==> src/rtl/fc_act_loader_if.sv <==
// Stream bundle for fc_act_loader: activation beats in, requantised result out.
//   in_valid/in_ready/in_data     : activation stream into the loader
//   out_valid/out_ready/out_data  : requantised result stream to the next layer
//   out_raw                       : unmodified sampled layer result
// slave  = loader side, master = producer/consumer side.
interface fc_act_loader_if #(
  parameter int unsigned WIDTH = 8,
  parameter int unsigned ZW    = 22
);
  logic             in_valid;
  logic             in_ready;
  logic [WIDTH-1:0] in_data;
  logic             out_valid;
  logic             out_ready;
  logic [WIDTH-1:0] out_data;
  logic [ZW-1:0]    out_raw;

  modport slave (
    input  in_valid, in_data, out_ready,
    output in_ready, out_valid, out_data, out_raw
  );

  modport master (
    output in_valid, in_data, out_ready,
    input  in_ready, out_valid, out_data, out_raw
  );
endinterface

==> src/rtl/fc_act_loader.sv <==
// Front-end sequencer for a fully-connected layer. Fills an IN-entry
// activation bank from a valid/ready stream, holds it for SETTLE cycles
// while the combinational layer settles, samples the ReLU result z,
// requantises it (round half up, right shift, saturate) and offers it
// downstream.
//   clk, rst_n : clock, asynchronous active-low reset
//   io         : activation input stream and result output stream
//   x          : register bank driving the layer's parallel input
//   z          : layer ReLU result (unsigned)
//   busy       : high whenever not accepting activations
module fc_act_loader #(
  parameter int unsigned WIDTH  = 8,
  parameter int unsigned IN     = 128,
  parameter int unsigned ZW     = 22,
  parameter int unsigned SETTLE = 2,
  parameter int unsigned SHIFT  = 6
) (
  input  logic             clk,
  input  logic             rst_n,
  fc_act_loader_if.slave   io,
  output logic [WIDTH-1:0] x [0:IN-1],
  input  logic [ZW-1:0]    z,
  output logic             busy
);
  localparam int unsigned IDX_W = (IN > 1) ? $clog2(IN) : 1;
  localparam int unsigned CNT_W = 4;
  localparam logic [IDX_W-1:0] IDX_LAST = IDX_W'(IN - 1);
  localparam logic [CNT_W-1:0] CNT_LAST = CNT_W'(SETTLE - 1);
  // Half-LSB rounding constant; zero when no shift is applied.
  localparam logic [ZW:0] RND  = (SHIFT > 0) ? ((ZW+1)'(1) << (SHIFT - 1)) : '0;
  localparam logic [ZW:0] QMAX = (ZW+1)'((2 ** WIDTH) - 1);

  typedef enum logic [1:0] {S_FILL, S_SETTLE, S_OUT} state_t;

  state_t           state_q, state_d;
  logic [IDX_W-1:0] idx_q, idx_d;
  logic [CNT_W-1:0] cnt_q, cnt_d;
  logic             wr_en, smp_en;
  logic [ZW:0]      r_c, q_c;
  logic [WIDTH-1:0] qsat_c;

  // Handshake-side flags come straight from the state register.
  assign io.in_ready  = (state_q == S_FILL);
  assign io.out_valid = (state_q == S_OUT);
  assign busy         = (state_q != S_FILL);

  // State, index and settle counter registers.
  always_ff @(posedge clk or negedge rst_n) begin
    if (!rst_n) begin
      state_q <= S_FILL;
      idx_q   <= '0;
      cnt_q   <= '0;
    end else begin
      state_q <= state_d;
      idx_q   <= idx_d;
      cnt_q   <= cnt_d;
    end
  end

  // Next-state and strobe decode.
  always_comb begin
    state_d = state_q;
    idx_d   = idx_q;
    cnt_d   = cnt_q;
    wr_en   = 1'b0;
    smp_en  = 1'b0;
    case (state_q)
      S_FILL: begin
        if (io.in_valid) begin
          wr_en = 1'b1;
          idx_d = idx_q + IDX_W'(1);
          if (idx_q == IDX_LAST) begin
            idx_d   = '0;
            cnt_d   = '0;
            state_d = S_SETTLE;
          end
        end
      end
      S_SETTLE: begin
        cnt_d = cnt_q + CNT_W'(1);
        if (cnt_q == CNT_LAST) begin
          smp_en  = 1'b1;
          cnt_d   = '0;
          state_d = S_OUT;
        end
      end
      S_OUT: begin
        if (io.out_ready) begin
          idx_d   = '0;
          state_d = S_FILL;
        end
      end
      default: state_d = S_FILL;
    endcase
  end

  // Requantise: add half LSB in ZW+1 bits, shift, saturate to WIDTH.
  always_comb begin
    r_c    = {1'b0, z} + RND;
    q_c    = r_c >> SHIFT;
    qsat_c = (q_c > QMAX) ? {WIDTH{1'b1}} : q_c[WIDTH-1:0];
  end

  // Activation bank; only written on an accepted beat in FILL.
  always_ff @(posedge clk or negedge rst_n) begin
    if (!rst_n) begin
      for (int i = 0; i < IN; i++) x[i] <= '0;
    end else if (wr_en) begin
      x[idx_q] <= io.in_data;
    end
  end

  // Result registers; updated only at the sample edge.
  always_ff @(posedge clk or negedge rst_n) begin
    if (!rst_n) begin
      io.out_data <= '0;
      io.out_raw  <= '0;
    end else if (smp_en) begin
      io.out_data <= qsat_c;
      io.out_raw  <= z;
    end
  end
endmodule

==> src/flat_wrapper.sv <==
// flat-port wrapper written by rule: the top's interface ports become plain ports
module fc_act_loader_flat 
#(
  parameter int unsigned WIDTH  = 8,
  parameter int unsigned IN     = 128,
  parameter int unsigned ZW     = 22,
  parameter int unsigned SETTLE = 2,
  parameter int unsigned SHIFT  = 6
)
  (clk, rst_n, x, z, busy, io_in_valid, io_in_data, io_out_ready, io_in_ready, io_out_valid, io_out_data, io_out_raw);
  fc_act_loader_if #(.WIDTH(WIDTH), .ZW(ZW)) io_i ();
  input  logic clk;
  input  logic rst_n;
  output logic [WIDTH-1:0] x[0:IN-1];
  input  logic [ZW-1:0] z;
  output logic busy;
  input wire logic [$bits(io_i.in_valid)-1:0] io_in_valid;
  input wire logic [$bits(io_i.in_data)-1:0] io_in_data;
  input wire logic [$bits(io_i.out_ready)-1:0] io_out_ready;
  output wire logic [$bits(io_i.in_ready)-1:0] io_in_ready;
  output wire logic [$bits(io_i.out_valid)-1:0] io_out_valid;
  output wire logic [$bits(io_i.out_data)-1:0] io_out_data;
  output wire logic [$bits(io_i.out_raw)-1:0] io_out_raw;
  assign io_i.in_valid = io_in_valid;
  assign io_i.in_data = io_in_data;
  assign io_i.out_ready = io_out_ready;
  assign io_in_ready = io_i.in_ready;
  assign io_out_valid = io_i.out_valid;
  assign io_out_data = io_i.out_data;
  assign io_out_raw = io_i.out_raw;
  fc_act_loader #(.WIDTH(WIDTH), .IN(IN), .ZW(ZW), .SETTLE(SETTLE), .SHIFT(SHIFT)) u_core (.clk(clk), .rst_n(rst_n), .io(io_i), .x(x), .z(z), .busy(busy));
endmodule
==> config.mk <==
export PLATFORM = sky130hd
export DESIGN_NAME = fc_act_loader_flat
export DESIGN_NICKNAME = d
export VERILOG_FILES = /design/src/rtl/fc_act_loader_if.sv /design/src/rtl/fc_act_loader.sv /design/src/flat_wrapper.sv
export SDC_FILE = /design/constraint.sdc
export NUM_CORES = 1
export LEC_CHECK = 0
export BUFFER_PORTS_ARGS = -buffer_cell sky130_fd_sc_hd__buf_2
export CORE_AREA = 5 5 426 428
export CTS_CLUSTER_DIAMETER = 50
export CTS_CLUSTER_SIZE = 16
export DETAILED_ROUTE_END_ITERATION = 10
export DIE_AREA = 0 0 431 433
export HOLD_SLACK_MARGIN = 0.15
export PLACE_DENSITY = 0.42
export SYNTH_ARGS = -nofsm -noshare
export SYNTH_HDL_FRONTEND = slang
export SYNTH_SLANG_ARGS = --single-unit
==> constraint.sdc <==
create_clock -name clk -period 2.3 [get_ports clk]
set_input_delay 0.46 -clock clk [delete_from_list [all_inputs] [get_ports clk]]
set_output_delay 0.46 -clock clk [all_outputs]
set_load 0.01 [all_outputs]
==> flow_summary_export.csv <==
group,metric,value,unit
synth,ys_async_sr_fraction,100.0,%
sta,setup_viol,0,
sta,finClkSkew,0.04093,ns
synth,synth_fp_nets,2647,
drt,routed-via-count,27340,
worst_setup_path,cpPeakStageDelay,0.39,ns
place,gp_congestion,0.8231,
place,post_dp_cell_area,51660,µm²
finish,fillers,17970,
worst_setup_path,critical_path_class,"flip-flop to flip-flop",
synth,ys.flop_type,"dfrtp_1",
pwr,ir_worst_vdd,0.6827,mV
global_route,grt_max_degree,84,
sta,worst_pin_slew,0.8962,ns
worst_setup_path,crit_fanout,16,
worst_setup_path,critPathTopFamily,"buffers and inverters",
die,rows,155,
drt,drc,0,
die,boundaryPins,1091,
worst_setup_path,slowest_stage,"dfrtp_1",
cts,htreeDepth,4,
synth,yosys_warnings,0,
die,core,177500,µm²
cts,cts_buffers,142,
sta,period_needed,2.151,ns
finish,final_cell_mix,"buf_2 (1080), dfrtp_1 (1067), mux2_2 (861), mux2_1 (163), nand2_1 (159)",
global_route,grt_pass1_wl,233200,µm
die,die_w,431,µm
sta,slew_viol_final,0,
sta,postLayoutSetupSlackWorst,0.1487,ns
drt,ant_nets,0,
finish,drive_above_1_share,61.48,%
worst_setup_path,cp-start-kind,"flip-flop",
sta,hold_viol_final,0,
synth,synth_area,40720,µm²
cts,clk_path_buf_depth,3,
cts,cts_tree,"yes",
finish,layout_commonest_cell,"buf_2",
worst_setup_path,crit_top_cell,"buf_4",
pwr,power,58.75,mW
global_route,grt_overflow,0,
worst_setup_path,arrival,2.80,ns
synth,syn-instance-count,2609,
synth,seq_area_frac_synth,65.57,%
global_route,grt_usage,17.61,%
worst_setup_path,cp.required,2.95,ns
finish,multiInputGateArea,13530,µm²
worst_setup_path,path_cells,"buf_4, nor3b_4, buf_4, nand4_2, buf_12, nor2_2, buf_6, mux2_2",
hold_path,hold_class,"input pin to flip-flop",
finish,syn_to_final_growth,40.26,%
pwr,p_per_area,1029,nW/µm²
finish,fin_nets,4004,
worst_setup_path,crit_buf_inv,4,
status,status,"complete, no violations",
synth,synth-seq-cells,1067,
job,cap_viol_max_count,0,
global_route,grt_antenna_before_repair,3,
sta,final.setup.tns,0,ns
cts,cts_root_buf,"clkbuf_16",
sta,slew_headroom,40.25,%
drt,drt_iter0_markers,1118,
finish,regArea,26700,µm²
finish,stdcell_area,57120,µm²
die,start_util,22.95,%
sta,min_period_over_period,93.53,%
worst_setup_path,crit_path_end_kind,"flip-flop",
cts,clkSinkCount,1067,
die,die-height,433,µm
synth,synth_edf_count,0,
drt,wl,168700,µm
global_route,grt_pass1_vias,28600,
drt,dr.pass1.iters,5,
place,io_buffers,1090,
place,pre_cts_ws,-0.1398,ns
synth,ys_types,46,
sta,fmax,464.8,MHz
die,fp.dieArea,186600,µm²
synth,synth.avg_cell_area,15.61,µm²
place,dp_hpwl,123800,µm
drt,vias_per_cell,4.244,
pwr,power.leakage,31.00,nW
drt,wl_per_cell,26.19,µm
cts,clk_pin_slew_worst_paths,0.06,ns
sta,rsz0062_at_grt,"no",
cts,clkLatencyLatePin,0.80,ns
## final timing paths
| path | cells past startpoint | start | end | slack (ns) |
|---|---|---|---|---|
| max | 8 | u_core.state_q[0] | u_core.x[835] | 0.15 |
| min | 2 | io_in_data[5] | u_core.x[229] | 0.22 |
| max reg2reg | 8 | u_core.state_q[0] | u_core.x[835] | 0.15 |
| min reg2reg | 2 | u_core.io.out_raw[7] | u_core.io.out_raw[7] | 0.48 |
| max in group asynchronous | 3 | rst_n | u_core.x[374] | 1.02 |
| min in group asynchronous | 2 | rst_n | u_core.x[866] | 0.26 |
## per-stage QoR
stage	util (%)	hold slack (ns)	std cells
detailed placement	29.11	0.4619	6146
global placement	29.11	0.4539	6146
floorplan	-	0.1644	2609
CTS	32.16	0.1529	6441
global route	32.19	0.1686	6441
finish	32.19	0.2214	6442
## synthesized netlist by cell type (4+ instances only)
library cell | n | area [µm²]
nor3_1 | 8 | 40.04
nand2b_1 | 8 | 50.05
nor2_2 | 26 | 162.7
o21ai_0 | 17 | 85.08
nand4_1 | 8 | 50.05
nor3_2 | 5 | 50.05
ha_1 | 4 | 50.05
a31oi_1 | 8 | 50.05
mux2_2 | 861 | 9696
and3_1 | 4 | 25.02
mux2i_1 | 5 | 50.05
inv_1 | 5 | 18.77
a21oi_1 | 5 | 25.02
nand2_2 | 21 | 131.4
nor2b_1 | 6 | 37.54
clkbuf_1 | 131 | 491.7
buf_2 | 6 | 30.03
nor2_1 | 37 | 138.9
mux2_1 | 163 | 1836
dfrtp_1 | 1067 | 26700
nand3_1 | 13 | 65.06
nand2_1 | 163 | 611.8
xnor2_1 | 6 | 52.55
## cell families (layout without fill, tap and decap cells)
kind of cell	Yosys count	after routing	share of synthesized area, %
compound gates	41	41	0.6637
xor+xnor	7	7	0.1506
buf+inv	147	1624	1.401
mux	1029	1029	28.44
other cells	0	1	0
simple gates	314	314	3.653
fa+ha+maj	4	4	0.1229
flops	1067	1067	65.57
## worst reg2reg max path, cell delays in order (launching register included)
cell	delay (ns)
dfrtp_1	0.39
buf_4	0.15
nor3b_4	0.27
buf_4	0.18
nand4_2	0.13
buf_12	0.21
nor2_2	0.19
buf_6	0.18
mux2_2	0.34
## final cells by class
cell class                 count  share of cell area (%)
multi-input combinational   1395                   23.69
tap                         2355                   5.159
clock inverter                96                   2.156
sequential                  1067                   46.75
clock buffer                 168                   6.752
antenna                        1                0.004381
timing repair buffer        1355                   15.46
inverter                       5                 0.03286
## report_power, final
| part | switching, mW | internal, mW | leakage, nW |
|---|---|---|---|
| clock network | 9.41 | 14.2 | 2.43 |
| registers | 1.54 | 21.8 | 14.5 |
| logic | 6.83 | 4.96 | 14.1 |
## flip-flops by register name, summed over array words and instances, names as in the netlist
register,flops
u_core.cnt_q,4
u_core.idx_q,7
u_core.io.out_raw,22
u_core.state_q,2
u_core.x,1024
u_core.io.out_data,8
## layer usage
layer / up-vias / wire (µm) / track usage (%)
met5: - / 0 / 0
met2: 802 / 84110 / 30.14
met4: 0 / 8773 / 8.126
met3: 290 / 9809 / 5.044
met1: 14320 / 66010 / 20.44
li1: 11920 / - / -
## repair_timing
item                       4_1_cts  5_1_grt
buffers inserted                 2        0
setup endpoints to repair       51      185
pin swaps                        0        1
gates resized for setup          7       11
hold buffers                    29        0
hold endpoints to repair       427        0
No activity file was read; power rests on OpenSTA's default activity.
